[src/rtl/alm_log_divider.sv]
// Mitchell-style approximate log-domain divider.
// Each operand is reduced to a log form: the index of its leading one plus the
// bits below that one, left-aligned. The two logs are subtracted and the
// result is converted back to a fixed-point quotient. A and B are captured in
// an input register, and three compute stages follow it. The whole pipe
// advances together unless the output is valid and not accepted.
module alm_log_divider #(
  parameter int BW      = 16,
  parameter int FRAC_BW = 8
) (
  input  logic                  clk,
  input  logic                  rst,
  input  logic                  in_valid,
  output logic                  in_ready,
  input  logic [BW-1:0]         A,
  input  logic [BW-1:0]         B,
  output logic                  out_valid,
  input  logic                  out_ready,
  output logic [BW+FRAC_BW-1:0] quotient,
  output logic                  div_zero
);

  localparam int KW = $clog2(BW);   // leading-one index width
  localparam int EW = KW + 2;       // signed exponent width, covers -BW .. BW-1
  localparam int QW = BW + FRAC_BW;

  // Index of the most significant set bit; 0 when x is zero.
  function automatic logic [KW-1:0] lead_one(input logic [BW-1:0] x);
    logic [KW-1:0] k;
    k = '0;
    for (int i = 0; i < BW; i++) begin
      if (x[i]) k = KW'(i);
    end
    return k;
  endfunction

  // Bits below the leading one, left-aligned into BW-1 bits.
  function automatic logic [BW-2:0] norm_frac(input logic [BW-1:0] x,
                                              input logic [KW-1:0] k);
    logic [BW-1:0] sh;
    sh = x << ((BW - 1) - int'(k));
    return sh[BW-2:0];
  endfunction

  logic stall, adv;

  // Input register
  logic          v0_q, v0_d;
  logic [BW-1:0] a0_q, a0_d, b0_q, b0_d;
  // Stage 1: log form
  logic          v1_q, v1_d;
  logic [KW-1:0] ka1_q, ka1_d, kb1_q, kb1_d;
  logic [BW-2:0] fa1_q, fa1_d, fb1_q, fb1_d;
  logic          za1_q, za1_d, zb1_q, zb1_d;
  // Stage 2: log difference
  logic                 v2_q, v2_d;
  logic [BW-2:0]        frac2_q, frac2_d;
  logic signed [EW-1:0] e2_q, e2_d;
  logic                 za2_q, za2_d, zb2_q, zb2_d;
  // Stage 3: output
  logic          out_valid_q, out_valid_d;
  logic [QW-1:0] quotient_q, quotient_d;
  logic          div_zero_q, div_zero_d;

  assign stall     = out_valid_q & ~out_ready;
  assign adv       = ~stall;
  assign in_ready  = adv;
  assign out_valid = out_valid_q;
  assign quotient  = quotient_q;
  assign div_zero  = div_zero_q;

  // Input capture and log conversion of the captured operands.
  always_comb begin
    // NOTE: every signal gets a hold-value default first, so no path leaves it unassigned and no latch is inferred.
    v0_d  = v0_q;
    a0_d  = a0_q;
    b0_d  = b0_q;
    v1_d  = v1_q;
    ka1_d = ka1_q;
    kb1_d = kb1_q;
    fa1_d = fa1_q;
    fb1_d = fb1_q;
    za1_d = za1_q;
    zb1_d = zb1_q;
    if (adv) begin
      v0_d  = in_valid;
      a0_d  = A;
      b0_d  = B;
      v1_d  = v0_q;
      ka1_d = lead_one(a0_q);
      kb1_d = lead_one(b0_q);
      fa1_d = norm_frac(a0_q, lead_one(a0_q));
      fb1_d = norm_frac(b0_q, lead_one(b0_q));
      za1_d = (a0_q == '0);
      zb1_d = (b0_q == '0);
    end
  end

  // Log-domain subtraction; a fraction borrow moves one unit out of the exponent.
  always_comb begin
    logic [BW-1:0] diff;
    logic          borrow;
    diff    = {1'b0, fa1_q} - {1'b0, fb1_q};
    borrow  = (fa1_q < fb1_q);
    v2_d    = v2_q;
    frac2_d = frac2_q;
    e2_d    = e2_q;
    za2_d   = za2_q;
    zb2_d   = zb2_q;
    if (adv) begin
      v2_d    = v1_q;
      frac2_d = diff[BW-2:0];
      e2_d    = EW'(ka1_q) - EW'(kb1_q) - EW'(borrow);
      za2_d   = za1_q;
      zb2_d   = zb1_q;
    end
  end

  // Antilog: shift the restored mantissa into the fixed-point quotient.
  always_comb begin
    logic [QW-1:0] m_ext;
    int            s;
    m_ext       = QW'({1'b1, frac2_q});
    s           = int'(e2_q) + FRAC_BW - (BW - 1);
    out_valid_d = out_valid_q;
    quotient_d  = quotient_q;
    div_zero_d  = div_zero_q;
    if (adv) begin
      out_valid_d = v2_q;
      div_zero_d  = zb2_q;
      if (zb2_q)      quotient_d = '1;
      else if (za2_q) quotient_d = '0;
      else if (s >= 0) quotient_d = m_ext << s;
      else            quotient_d = m_ext >> (-s);
    end
  end

  // Stage valids and visible outputs: cleared by reset, otherwise follow _d.
  always_ff @(posedge clk) begin
    // NOTE: sequential state uses non-blocking assignments so every flop samples pre-edge values.
    if (rst) begin
      v0_q        <= 1'b0;
      v1_q        <= 1'b0;
      v2_q        <= 1'b0;
      out_valid_q <= 1'b0;
      quotient_q  <= '0;
      div_zero_q  <= 1'b0;
    end else begin
      v0_q        <= v0_d;
      v1_q        <= v1_d;
      v2_q        <= v2_d;
      out_valid_q <= out_valid_d;
      quotient_q  <= quotient_d;
      div_zero_q  <= div_zero_d;
    end
  end

  // Datapath payload registers, qualified by the stage valids.
  always_ff @(posedge clk) begin
    // NOTE: payload flops are not reset; their contents are ignored until the matching valid is set.
    a0_q    <= a0_d;
    b0_q    <= b0_d;
    ka1_q   <= ka1_d;
    kb1_q   <= kb1_d;
    fa1_q   <= fa1_d;
    fb1_q   <= fb1_d;
    za1_q   <= za1_d;
    zb1_q   <= zb1_d;
    frac2_q <= frac2_d;
    e2_q    <= e2_d;
    za2_q   <= za2_d;
    zb2_q   <= zb2_d;
  end

endmodule

[config.mk]
export PLATFORM = sky130hd
export DESIGN_NAME = alm_log_divider
export DESIGN_NICKNAME = d
export VERILOG_FILES = /design/src/rtl/alm_log_divider.sv
export SDC_FILE = /design/constraint.sdc
export NUM_CORES = 1
export LEC_CHECK = 0
export CORE_AREA = 5 5 187 189
export CTS_CLUSTER_SIZE = 14
export DETAILED_ROUTE_END_ITERATION = 7
export DIE_AREA = 0 0 192 194
export PLACE_DENSITY = 0.42
export SLEW_MARGIN = 40
export SYNTH_ARGS = -nofsm -noshare
export SYNTH_HDL_FRONTEND = slang
export SYNTH_SLANG_ARGS = --single-unit
[constraint.sdc]
create_clock -name clk -period 7.25 [get_ports clk]
set_input_delay 1.8125 -clock clk [delete_from_list [all_inputs] [get_ports clk]]
set_output_delay 1.8125 -clock clk [all_outputs]
set_load 0.1 [all_outputs]
Word-level counts from Yosys, hierarchy flattened
Index checks and enable logic that the tools add are counted.
{"block": "classes", "add_sub_neg": 8, "n_reduce_logical": 2, "n_mux": 35, "shift": 4, "n_bitwise": 3, "n_lt_le_gt_ge": 2}
{"operator": "4-bit two-way mux", "n": 30}
{"operator": "24-bit two-way mux", "n": 3}
{"operator": "16-bit by 32-bit left shift with 15-bit output", "n": 2}
{"operator": "16-bit logical NOT", "n": 2}
{"operator": "8-bit negator with 32-bit output", "n": 1}
{"operator": "16-bit by 32-bit left shift with 24-bit output", "n": 1}
{"operator": "16-bit by 32-bit right shift with 24-bit output", "n": 1}
{"operator": "15-bit less-than comparator", "n": 1}
{"operator": "15-bit subtractor", "n": 1}
{"operator": "4-bit by 4-bit subtractor with 5-bit output (first input constant)", "n": 2}
{"operator": "8-bit by 1-bit >= comparator with 1-bit output (second input constant)", "n": 1}
{"operator": "7-bit by 5-bit subtractor with 8-bit output (second input constant)", "n": 1}
{"operator": "6-bit by 5-bit adder with 7-bit output (second input constant)", "n": 1}
{"operator": "5-bit by 2-bit subtractor with 6-bit output", "n": 1}
{"operator": "4-bit by 4-bit subtractor with 5-bit output", "n": 1}
{"operator": "1-bit two-way mux", "n": 2}
{"operator": "1-bit inverter", "n": 2}
{"operator": "1-bit bitwise AND", "n": 1}
{"block": "totals", "inputBits": 36, "out_inout_bits": 27, "regBits": 124, "word_cells": 72}

Logic depth before layout (Yosys ltp)
Gate-level depths: netlist (run 1).
{"block": "logic_depth", "ltp_word": 18, "ltp_mapped": 15, "depth_no_buf": 15}

Worst setup path after synthesis (run 1)
Ideal clock, no wire load.
{"block": "synth_timing", "kind": "input to output", "from": "input port out_ready", "to": "output port in_ready", "t_arrival_ns": 5.695, "required_time_ns": 5.438, "setup_slack_ns": -0.257, "n_path_buf": 2, "stages": 4, "cell_sequence": "nor2b_1 clkbuf_1 inv_1 clkbuf_1"}
{"block": "synth_between", "elab_chain_cells": 3}
{"element": "from (decl)", "line_no": "18", "text": "input logic out_ready,"}
{"element": "1-bit inverter", "line_no": "65", "text": "assign stall = out_valid_q & ~out_ready;"}
{"element": "1-bit bitwise AND", "line_no": "65"}
{"element": "1-bit inverter", "line_no": "66", "text": "assign adv = ~stall;"}
{"element": "to (decl)", "line_no": "14", "text": "output logic in_ready,"}
Every way passes these cells.

Worst setup path after layout (run 1)
{"block": "layout_timing", "from": "register e2_q[0]", "to": "register quotient_q[14] (netlist: quotient[14])"}
{"block": "layout_between", "elab_chain_cells": 7, "word_cells_on_any_way": 9, "cone_classes": "3 x add/sub; 1 x order compare; 2 x shift; 3 x mux"}
{"element": "from (decl)", "line_no": "58", "text": "logic signed [EW-1:0] e2_q, e2_d;"}
{"element": "from (signal assigned)", "line_no": "170", "text": "e2_q <= e2_d;"}
{"element": "6-bit by 5-bit adder with 7-bit output (*)", "line_no": "124", "text": "s = int'(e2_q) + FRAC_BW - (BW - 1);"}
{"element": "7-bit by 5-bit subtractor with 8-bit output (*)", "line_no": "124"}
{"element": "8-bit negator with 32-bit output", "line_no": "134", "text": "else quotient_d = m_ext >> (-s);"}
{"element": "16-bit by 32-bit right shift with 24-bit output", "line_no": "134"}
{"element": "24-bit two-way mux (*)", "line_no": "133", "text": "else if (s >= 0) quotient_d = m_ext << s;"}
{"element": "24-bit two-way mux (*)", "line_no": "132", "text": "else if (za2_q) quotient_d = '0;"}
{"element": "24-bit two-way mux (*)", "line_no": "131", "text": "if (zb2_q) quotient_d = '1;"}
{"element": "to (signal assigned)", "line_no": "153", "text": "quotient_q <= quotient_d;"}
{"element": "to (decl)", "line_no": "62", "text": "logic [QW-1:0] quotient_q, quotient_d;"}
Mark *: on every way between the ends. The rest lies on a longest branch, timed or not.
A chain may end at the register's enable or synchronous reset.

==> results list, run 1 <==
* Status: complete, no violations
- The routed layout has 6521 vias.
- Fraction of power consumed by combinational cells: between 50% and 60%
- Via count of the first global-routing pass: roughly 6500
* Remaining global-route overflow: 0
* Capture point of the worst reg-to-reg path: quotient[14]
- For this design the static power due to leakage is 3.82 nW.
- Of the synthesized area, sequential elements account for between 40% and 50%.
- Routability-driven placement finished with a final weighted congestion of 0.848.
- For this design the total switching power over the nets is 1.99 mW.
* H-tree depth: 4
- Peak clock frequency supported by timing: between 0.2 and 0.25 GHz
- After the last flow step, the layout net total stands at between 900 and 1000.
* Hold Fails Final Rpt: 0
- Crit-path max FO: 47
- Between clock sinks in the finished design, the worst skew comes to around 0.0086 ns.
- Share of post-route cells with drive strength above 1: around 12%
- STA classifies the critical path endpoint as a flop.
- Of the total power, registers draw ~24%.
- The core region is ~33000 sq um.
- Total of warnings raised by yosys: 0
- Before antenna repair, the detailed router went through 5 iterations.
- RSZ-0062 raised after global routing: no
- X dimension of the die: 192 microns
- Number of design-rule violations left by the first detailed-router iteration: 358
- Startpoint of the worst register-to-register path: e2_q[0]
* Layout Area Growth over Synthesis: 19.9%
- Number of register bits inferred by synthesis: around 120
* IO buf count: 62
- Routed length per placed instance: 15.7 microns
* Total clock sinks: about 120
* Leading cell types in the layout, fill and taps excluded: edfxtp_1, nor2_1, a21oi_1
* Wire length of the first global-routing pass: 35100 microns
- The synthesized design contains 95 enable-type register cells.
- Total clock buffers created by CTS: 17
- Slew of the pin with the lowest slew margin: about 0.86 ns
- After synthesis the cells add up to just over 8000 sq um.
- Source-to-sink clock delay at the later pin of the worst-skew pair: 0.43 ns
- Fraction of registers with async set or reset after synthesis: 0%
- Unique cell type count in the Yosys netlist: between 70 and 80
- Counting every instance in the synthesized netlist gives around 860.
* Aggregate global-route resource usage: between 10% and 20%
- Detailed-route DRC error count: 0
- Mean instance size in the synthesized netlist: around 9.5 sq um
- Sum of buffers and inverters on the critical path: 1
- The signal on the critical path passes through buf_4 -> ha_1 -> a21oi_2 -> xnor2_2 -> nand2b_1 -> or4_1 -> ha_1 -> nor4_1 -> nand4_1 -> a2111oi_4 -> and2_4 -> and2b_4 -> a31oi_1 -> o41ai_2.
- Counting instances, the worst hold path has a depth of 0.
- HPWL Detailed: 16400 microns
- The detail route stage leaves a number of antenna-violating nets equal to 0.
* Initial core utilization: about a quarter
- Critical path's most frequent cell: ha_1
- Cell internal power was estimated by the tool at 2.30 mW.
- Largest stage delay on the critical path: between 0.6 and 0.7 ns
- After clock tree synthesis, the clock-pin slew on the worst setup and hold paths is 0.06 ns.
* Library cell used as clock root buffer: clkbuf_16
- Leading cell type in the layout, fill and taps excluded: edfxtp_1
- In this run the deepest clock path goes through 2 buffers.
- Number of placement rows: 67
* Number of nets in the synthesized netlist: a little over 900
- Cells resized by post-CTS repair: 0
* Slack of the critical path: approximately 2.5 ns
- Across all register-to-register paths, the minimum setup slack is around 2.5 ns.
- Measured against its own limit, the worst slew margin works out to approximately two fifths.
- The startpoint identified for the worst hold timing path is za1_q.
* Worst min-delay path endpoint: za2_q
- Net switching is a little under half of the power.
- The worst path uses between 60% and 70% of the clock period.
- Worst setup path class: reg -> reg
* Number of buffers inserted by hold repair at cts: 0
* Number of buffers inserted by post-CTS setup repair: 0
* Pin count of the biggest net entering global routing: 65
- Minimum clock period after layout: ~4.8 ns
* Crit path required time: between 7 and 8 ns
- Total of endpoints with negative setup slack in the final report: 0
* Drt via density: 4.75
* Depth of the worst register-to-register path: 14
- Total negative setup slack: 0 ns
- Arrival time of data at the critical path endpoint: approximately 5 ns
- Power Total: about 4.3 mW
- Initial antenna violation count: 0
* Hold Path Class: reg -> reg
* Count of boundary I/O pins: 63
* DIE AREA: around 37000 sq um
- Prior to clock tree synthesis, the placed netlist has a worst setup slack of between 2 and 2.5 ns.
- In the synthesized netlist the dominant register cell turns out to be edfxtp_1.
- The clock network accounts for about a fifth of the total power.
* Height of the die: just under 200 microns
* Antenna Cells: 0
- TritonCTS built the clock tree.
- Ratio of total power to cell area: roughly 440 nW/um^2
- VDD sags by at most between 0.15 and 0.2 mV.
- The final layout contains routed wiring with a total length of 21500 microns.
- Kind of start point of the critical path: flop
- On the critical path the largest part of the delay comes from simple AND/OR/NAND/NOR gates.
- For this design, the slowest cell found on the critical path is a2111oi_4.
- Total of fill cells in the finished design: approximately 3500
* Number of max-slew violations in the final report: 0
- Across the run, the number of max-cap violations was 0.
-- cell usage after synthesis (5+ instances only) --
cell type / number / area share, %
a211oi_1: 10 / 0.92
mux4_2: 9 / 2.5
edfxtp_1: 95 / 35
o21ai_0: 49 / 3.0
clkbuf_1: 31 / 1.4
o2111ai_1: 6 / 0.64
a21o_1: 7 / 0.64
a21oi_1: 76 / 4.7
o22ai_1: 16 / 1.2
xnor2_1: 18 / 1.9
o211ai_1: 5 / 0.46
a221oi_1: 10 / 1.1
mux2i_1: 54 / 6.6
nand3_1: 17 / 1.0
buf_2: 5 / 0.31
o21bai_1: 5 / 0.46
nor2b_1: 16 / 1.2
mux2_2: 10 / 1.4
dfxtp_1: 29 / 7.1
nor2_1: 80 / 3.7
or4_1: 6 / 0.55
and2_1: 7 / 0.54
nand2_1: 71 / 3.3
nand2b_1: 8 / 0.61
o21a_1: 5 / 0.46
ha_1: 32 / 4.9
nor3_1: 25 / 1.5
o31ai_1: 6 / 0.55
a31oi_1: 14 / 1.1
inv_1: 49 / 2.3
xor2_1: 6 / 0.64
nand4_1: 8 / 0.61
nor4_1: 12 / 0.92
-- metal layers --
layer	track usage (%)	up-vias	share of wire, %
met1	15.7	3013	47
met4	3.35	0	1.7
met3	2.41	23	4.3
met2	19.3	153	47
li1	-	3332	-
met5	0	-	0
-- stage by stage --
stage / instance area, sq um / hold slack [ns] / std cells / utilization, %
4_1_cts: 9790 / 0.420 / 1373 / 29.6
5_1_grt: 9790 / 0.437 / 1373 / 29.6
3_5_place_dp: 9180 / 0.406 / 1341 / 27.7
2_1_floorplan: 8160 / 0.400 / 858 / -
3_3_place_gp: 9290 / 0.404 / 1341 / 28.1
6_report: 9790 / 0.421 / 1373 / 29.6
-- state kept, by name (all words and copies together), names as in the netlist --
name / flops
quotient: 24
a0_q: 16
b0_q: 16
fa1_q: 15
fb1_q: 15
frac2_q: 15
e2_q: 6
ka1_q: 4
kb1_q: 4
div_zero: 1
out_valid: 1
v0_q: 1
v1_q: 1
v2_q: 1
za1_q: 1
za2_q: 1
zb1_q: 1
zb2_q: 1
-- power by group through the flow --
stage	logic [mW]	clock network [mW]	registers [mW]
after global routing	2.61	0.948	1.07
after CTS	2.35	0.915	1.05
after global placement	2.40	0	1.06
final	2.35	0.894	1.04
after floorplan	1.59	0	1.23
after detailed placement	2.34	0	1.06
-- kinds of logic (layout without fill, tap and decap cells) --
family / Yosys count / after routing / synth area share [%]
AND/OR/NAND/NOR: 270 / 270 / 15.9
AO/OA/AOI/OAI: 238 / 238 / 18.7
flip-flops: 124 / 124 / 42.1
buffers and inverters: 93 / 160 / 4.49
multiplexers: 73 / 73 / 10.5
adder cells (fa/ha/maj): 34 / 34 / 5.40
XOR/XNOR: 26 / 26 / 2.97
-- worst max-delay path by stage --
stage	cells past startpoint	to	slack [ns]	from
floorplan	4	in_ready	1.60	out_ready
global placement	5	in_ready	2.50	out_ready
detailed placement	14	quotient[14]	2.46	e2_q[0]
CTS	14	quotient[14]	2.44	e2_q[0]
global route	14	quotient[14]	2.09	e2_q[0]
finish	14	quotient[14]	2.49	e2_q[0]
-- final cells by class --
type	instances	area, sq um	area share, %
clock buffers	17	425	4.35
clock inverters	15	185	1.89
inverters	51	194	1.98
multi-input cells	641	4390	44.8
flip-flops and latches	124	3430	35.1
well taps	448	561	5.73
repair buffers	77	601	6.14
Power figures use the tool's default switching activity.
==> inputs of run 2 (changes only) <==
Settings changed: PLACE_DENSITY 0.42 to 0.44.
Clock period 7.25 ns to 3.85 ns, I/O delays scaled along.
==> run 2 against run 1 <==
Critical path depth is 1 lower. Routed wire length is 0.40% higher. Design area is 1.6% higher. Sequential power is 87% higher. Die area stayed put. Power is 91% higher. Register-to-register slack worse by 2.3 ns. Global-route usage is 0.16 points lower. Sequential share of layout area is 0.54 points lower. Combinational power is 97% higher. Critical path type unchanged. Critical endpoint unchanged.
==> results list, run 2 (synthesis results as in run 1) <==
* Setup slack after placement: 0.0856 ns (-2.38 ns)
* Maximum clock insertion buffer count: 2 (unchanged)
- The length of the first detailed-routing pass in iterations is 5 (unchanged).
- The biggest fanout along the worst timing path was 5 (-89%).
* Flip-flop count of the largest register, all copies and words added: 24 (unchanged)
- Max-cap viol count: 0 (unchanged)
- The total chip power is 8.19 mW (+91%).
- The setup violation total in the final timing report is 0 (unchanged).
- The top cell types in the final layout, fill and taps aside, are edfxtp_1, nor2_1, a21oi_1.
- The transition time at the pin with the least slew margin was 0.738 ns (-0.125 ns).
- Placer's final routability congestion estimate: 0.851 (+0.40%)
- The share of final-layout standard cells stronger than drive strength 1 was 14.1% (+1.7 points).
* Min-Delay Path Depth: 0 (unchanged)
* Initial antenna violation count: 0 (unchanged)
* Antenna Cells: 0 (unchanged)
* Total clock buffers created by CTS: 17 (unchanged)
- Capture point of the worst reg-to-reg path: quotient[14]
- The cell-internal power came to 4.39 mW (+91%).
* Clock skew after layout: 0.0141 ns (+0.00549 ns)
- Leading cell type in the layout, fill and taps excluded: edfxtp_1
- Total of fill cells in the finished design: 3496 (-0.20%)
* Final nets: 1002 (+2.0%)
* Sequential Power Share: 23.7% (-0.6 points)
- In this run the critical register-to-register path is launched from e2_q[0].
- The minimum setup slack in the final design is 0.201 ns (-2.28 ns).
- Core Box Area: 33100 sq um (unchanged)
- The later-pin clock latency in the skew report came to 0.43 ns (about the same).
- Headroom to the max-slew limit: 50.5% (+8.5 points)
- The areal power density over the cells came to 823 nW/um^2 (+88%).
- By instance count, the cell type seen most on the critical path is ha_1.
* Total negative setup slack: 0 ns (unchanged)
* Clock tree from TritonCTS: done
- The detailed placement HPWL is 16400 microns (-0.33%).
- Kind of start point of the critical path: flop
- Largest stage delay on the critical path: 0.55 ns (-0.12 ns)
- The total number of H-tree levels came to 4 (unchanged).
- Peak clock frequency supported by timing: 0.274 GHz (+31%)
* Worst reg2reg setup slack: 0.20 ns (-2.28 ns)
- Hold Path Class: reg -> reg
- Wire length of the first global-routing pass: 34600 microns (-1.3%)
- The worst vdd rail ir drop is 0.393 mV (+110%).
- Critical Path, Cell by Cell: ha_1 -> a21oi_2 -> xnor2_2 -> nand2b_1 -> or4_1 -> ha_1 -> nor4_2 -> nand4_1 -> a2111oi_4 -> and2_4 -> and2b_4 -> a31oi_1 -> o41ai_2
- Worst min-delay path endpoint: za2_q
- The clock slew seen by the registers of the worst setup and hold paths came to 0.06 ns (about the same).
- Via count of the first global-routing pass: 6415 (-1.3%)
- The switching fraction of total power was 46.4% (about the same).
* Critical-path top delay cell: or4_1
- The worst reg-to-reg path cell count is 13 (-1).
- The initial core utilization was 24.7% (unchanged).
- The detail-routed via count per cell came to 4.80 (+1.1%).
- DIE AREA: 37200 sq um (unchanged)
* X dimension of the die: 192 microns (unchanged)
- Fraction of power consumed by combinational cells: 56.5% (+1.7 points)
- The chip height was 194 microns (unchanged).
* Antenna Violating Nets Remaining: 0 (unchanged)
- Layout Area Growth over Synthesis: 21.8%
* Count of boundary I/O pins: 63 (unchanged)
- Arrival time of data at the critical path endpoint: 3.98 ns (-1.11 ns)
- The number of clock sinks came to 124 (unchanged).
* Routed WL: 21600 microns (+0.40%)
- The worst setup path is captured at a flop.
- The worst hold path begins at za1_q.
* Minimum clock period after layout: 3.65 ns (-1.12 ns)
- Remaining global-route overflow: 0 (unchanged)
- Pin count of the biggest net entering global routing: 102 (+57%)
* Routed length per placed instance: 15.5 microns (-1.0%)
- The first-iteration detailed-routing DRC count came to 322 (-10%).
- Crit path required time: 4.18 ns (-3.40 ns)
- RSZ-0062 raised after global routing: no
* Relative contribution of the clock network to total power: 19.8% (-1.0 points)
- The total of hold buffers inserted after clock tree synthesis came to 0 (unchanged).
- Number of max-slew violations in the final report: 0 (unchanged)
- The overall track demand over capacity in global routing is 11.6% (-0.16 points).
- The number of design rule violations left after detail routing is 0 (unchanged).
* IO buf count: 62 (unchanged)
- Via count: 6690 (+2.6%)
- Standby leakage power: 3.91 nW (+2.4%)
- The worst setup path is of the reg -> reg kind.
- Number of placement rows: 67 (unchanged)
* Hold Fails Final Rpt: 0 (unchanged)
- Library cell used as clock root buffer: clkbuf_16
- Net Sw Power: 3.79 mW (+91%)
- The post-route clock period utilization is 94.8% (+29 points).
* Status: complete, no violations
[run 2: cell count changes in the layout (fill, tap and decap cells not counted), sizes merged]
cell,previous run,this run
bufinv,3,2
buf,42,62
clkinvlp,2,3
[run 2: power by group through the flow]
stage	clock, mW	combinational [mW]	sequential [mW]
after floorplan	0	2.99	2.31
after global placement	0	4.65	1.97
after detailed placement	0	4.56	1.98
after CTS	1.66	4.58	1.95
after global routing	1.72	5.04	1.98
final	1.62	4.63	1.94
[run 2: worst max path at each step]
stage               slack [ns]  cells after the start           end     from
floorplan                 0.03                     13  quotient[14]  e2_q[1]
global placement          0.13                     13  quotient[14]  e2_q[0]
detailed placement        0.09                     13  quotient[14]  e2_q[0]
CTS                       0.05                     13  quotient[14]  e2_q[0]
global route              0.02                     13  quotient[14]  e2_q[0]
finish                    0.20                     13  quotient[14]  e2_q[0]
[run 2: area by class of cell]
cell class / count / area (sq um) / share of cell area (%)
clock inverter: 15 / 164 / 1.65
inverter: 51 / 194 / 1.95
tap: 448 / 561 / 5.64
clock buffer: 17 / 425 / 4.28
sequential: 124 / 3430 / 34.5
multi-input combinational: 641 / 4390 / 44.1
timing repair buffer: 97 / 776 / 7.80
[run 2: repair_timing]
action                     CTS  global route
hold endpoints to repair     0             0
setup endpoints to repair    0             7
gates resized for setup      0             1
setup buffers                0             3
[run 2: through the flow]
stage / area (sq um) / hold WS (ns) / utilization [%] / std cells
finish: 9940 / 0.416 / 30.0 / 1393
global route: 9940 / 0.430 / 30.0 / 1393
CTS: 9910 / 0.419 / 29.9 / 1390
detailed placement: 9320 / 0.415 / 28.2 / 1358
global placement: 9450 / 0.409 / 28.5 / 1358
floorplan: 8170 / 0.400 / - / 858
[run 2: critical path, delay by kind of cell (launching register included)]
kind / cells / cell delay, ns
xor+xnor: 1 / 0.14
compound gates: 4 / 0.84
simple gates: 6 / 1.55
flops: 1 / 0.44
fa+ha+maj: 2 / 0.57
[run 2: metal layers]
metal,routed length [microns],track usage (%),vias to the layer above
li1,-,-,3374
met1,10100,15.5,3124
met2,10000,18.5,167
met3,1070,2.95,25
met4,397,3.46,0
met5,0,0,-
==> inputs of run 3 (changes only) <==
Settings changed: ABC_CLOCK_PERIOD_IN_PS set to 3850, SETUP_SLACK_MARGIN set to 0.4.
==> run 3 against run 2 <==
Utilization increased by 0.77 points. Largest power group unchanged. Global-route usage grew 0.23 points. Register-to-register slack gained 0.16 ns. Worst hold slack improved by 0.018 ns.
==> results list, run 3 (synthesis results as in run 1) <==
- Status: complete, no violations
- Core Box Area: 33100 sq um (unchanged)
* Peak clock frequency supported by timing: 0.286 GHz (+4.5%)
- Crit-path max FO: 6 (+1)
- The met2 layer wire length in the routed design is 9960 microns (-0.40%).
- The normalized max-slew margin came to 48.7% (-1.8 points).
- HPWL Detailed: 16300 microns (-0.17%)
- The count of cells along the worst hold path was 0 (unchanged).
- The worst vdd rail ir drop is 0.400 mV (+1.7%).
- M1 wire length: 10500 microns (+3.9%)
* Final Hold Slack: 0.434 ns (+0.0184 ns)
* Minimum clock period after layout: 3.49 ns (-0.156 ns)
- Hold Path Origin: zb1_q
- Final cell area excluding filler cells: 10200 sq um (+2.6%)
- H-tree depth: 4 (unchanged)
* Hold Path Class: reg -> reg
- Total clock buffers created by CTS: 17 (unchanged)
* Arrival time of data at the critical path endpoint: 3.83 ns (-0.15 ns)
* Kind of start point of the critical path: flop
* Total negative setup slack: 0 ns (unchanged)
* Multi-input gate area: 4540 sq um (+3.6%)
- Ratio of total power to cell area: 837 nW/um^2 (+1.7%)
- Number of placement rows: 67 (unchanged)
* Met3 wirelength from detailed routing: 984 microns (-8.3%)
- The count of nets after finishing was 1007 (+0.50%).
* Clock skew after layout: 0.0108 ns (-0.00332 ns)
- Leading cell type in the layout, fill and taps excluded: edfxtp_1
* Depth of the worst register-to-register path: 13 (unchanged)
- The clock slew seen by the registers of the worst setup and hold paths came to 0.06 ns (about the same).
- Antenna Cells: 0 (unchanged)
* Layout Area Growth over Synthesis: 24.9%
- Standby leakage power: 4.00 nW (+2.2%)
- The chip height is 194 microns (unchanged).
* Worst min-delay path endpoint: zb2_q
- The worst register-to-register path ends at quotient[14].
- Antenna Violating Nets Remaining: 0 (unchanged)
- The transition time at the pin with the least slew margin came to 0.764 ns (+0.0265 ns).
- Aggregate global-route resource usage: 11.8% (+0.23 points)
- The final-report hold violation count was 0 (unchanged).
- Setup repair after global routing could not meet its margin everywhere.
- Final Cycle Share: 90.7% (-4.1 points)
* Routed length per placed instance: 15.7 microns (+1.1%)
- The flip-flop count of the largest register after layout was 24 (unchanged).
- The number of pins exceeding their max-slew limit in the final report came to 0 (unchanged).
- The via total after detailed routing came to 6621 (-1.0%).
- The detail-routed via count per cell came to 4.74 (-1.4%).
- Leading cell types in the layout, fill and taps excluded: edfxtp_1, nor2_1, a21oi_1
- The setup violation total in the final timing report is 0 (unchanged).
- Initial antenna violation count: 0 (unchanged)
* Post-route insts no fill: 1398 (+0.36%)
- The global-route wire length before repair is 35400 microns (+2.3%).
- DR top layer: met4
- Post-placement cell count: 1350 (-0.59%)
- The number of top-level design ports is 63 (unchanged).
- The later-pin clock latency in the skew report came to 0.43 ns (about the same).
- DIE AREA: 37200 sq um (unchanged)
- The data required time of the worst path was 4.18 ns (about the same).
* Worst reg2reg setup slack: 0.36 ns (+0.16 ns)
- TritonCTS built the clock tree.
- The area used by sequential logic in the layout came to 3430 sq um (unchanged).
* Pin count of the biggest net entering global routing: 103 (+0.98%)
* Library cell used as clock root buffer: clkbuf_16
- Remaining global-route overflow: 0 (unchanged)
- The length of the first detailed-routing pass in iterations was 5 (unchanged).
- The total of hold buffers inserted after clock tree synthesis came to 0 (unchanged).
- The number of clock sinks is 124 (unchanged).
* Routed WL: 21900 microns (+1.5%)
* Share of post-route cells with drive strength above 1: 16.6% (+2.6 points)
* X dimension of the die: 192 microns (unchanged)
- Power Total: 8.54 mW (+4.3%)
* Initial core utilization: 24.7% (unchanged)
- The critical path is of the reg -> reg type.
- Number of design-rule violations left by the first detailed-router iteration: 415 (+29%)
- In this run the critical register-to-register path is launched from e2_q[1].
- IO buf count: 62 (unchanged)
* Total of fill cells in the finished design: 3501 (+0.14%)
* Via count of the first global-routing pass: 6492 (+1.2%)
* Max-cap viol count: 0 (unchanged)
- Placement Cell Area: 9320 sq um (unchanged)
* Detailed-route DRC error count: 0 (unchanged)
- Maximum clock insertion buffer count: 2 (unchanged)
- The critical path starts at e2_q[1].
* Worst Setup End Kind: flop
- The routability congestion estimate came to 0.849 (-0.23%).
run 3: cell types whose count changed in the layout (fill, tap and decap cells not counted), moves of 2 or more:
cell and delta:
ha_1 -4, a21oi_1 -3, ha_4 +3, nor3_1 -3, nor3_2 +3, or4_1 -3, or4_4 +3, a21oi_2 +2
buf_4 +2, buf_6 +2, bufinv_16 +2
run 3: area by class of cell:
cell class | instances | share of cell area [%]
tap | 448 | 5.50
sequential | 124 | 33.7
multi-input combinational | 641 | 44.6
timing repair buffer | 102 | 8.12
inverter | 51 | 1.90
clock buffer | 17 | 4.17
clock inverter | 15 | 2.07
run 3: where the power goes:
| part | switching (mW) | total (mW) | leakage, nW | internal, mW |
|---|---|---|---|---|
| clock network | 0.665 | 1.76 | 0.304 | 1.10 |
| logic | 3.02 | 4.83 | 2.46 | 1.80 |
| registers | 0.222 | 1.95 | 1.24 | 1.73 |
| total | 3.91 | 8.54 | 4.00 | 4.63 |
run 3: worst max path at each step:
stage | cells after the start | slack (ns) | to
6_report | 13 | 0.36 | quotient[14]
5_1_grt | 13 | 0.20 | quotient[14]
4_1_cts | 13 | 0.32 | quotient[14]
3_5_place_dp | 13 | 0.06 | quotient[14]
3_3_place_gp | 13 | 0.12 | quotient[14]
2_1_floorplan | 13 | 0.30 | quotient[14]
run 3: critical path: stages (launching register included):
cell and delay [ns]:
edfxtp_1 0.40, buf_6 0.15, a311oi_4 0.37, xnor2_2 0.13, nand2b_4 0.18, or4_4 0.54
ha_4 0.27, nor4b_4 0.17, nand4_1 0.18, a2111oi_4 0.32, and2_4 0.21, and2b_4 0.18
a31oi_2 0.09, o41ai_2 0.21
run 3: timing repair:
action | 4_1_cts | 5_1_grt
setup endpoints to repair | 16 | 21
pin swaps | 7 | 8
gates cloned | 0 | 0
resized for setup | 2 | 21
setup buffers | 9 | 7
run 3: through the flow:
| step | util (%) | setup WS, ns |
|---|---|---|
| 3_3_place_gp | 28.5 | 0.116 |
| 2_1_floorplan | - | 0.301 |
| 3_5_place_dp | 28.2 | 0.0575 |
| 4_1_cts | 30.3 | 0.318 |
| 5_1_grt | 30.8 | 0.202 |
| 6_report | 30.8 | 0.357 |
run 3: metal layers:
layer	GRT usage, %	vias up
li1	-	3370
met2	18.6	156
met4	3.83	0
met1	16.1	3062
met3	2.68	33
met5	0	-
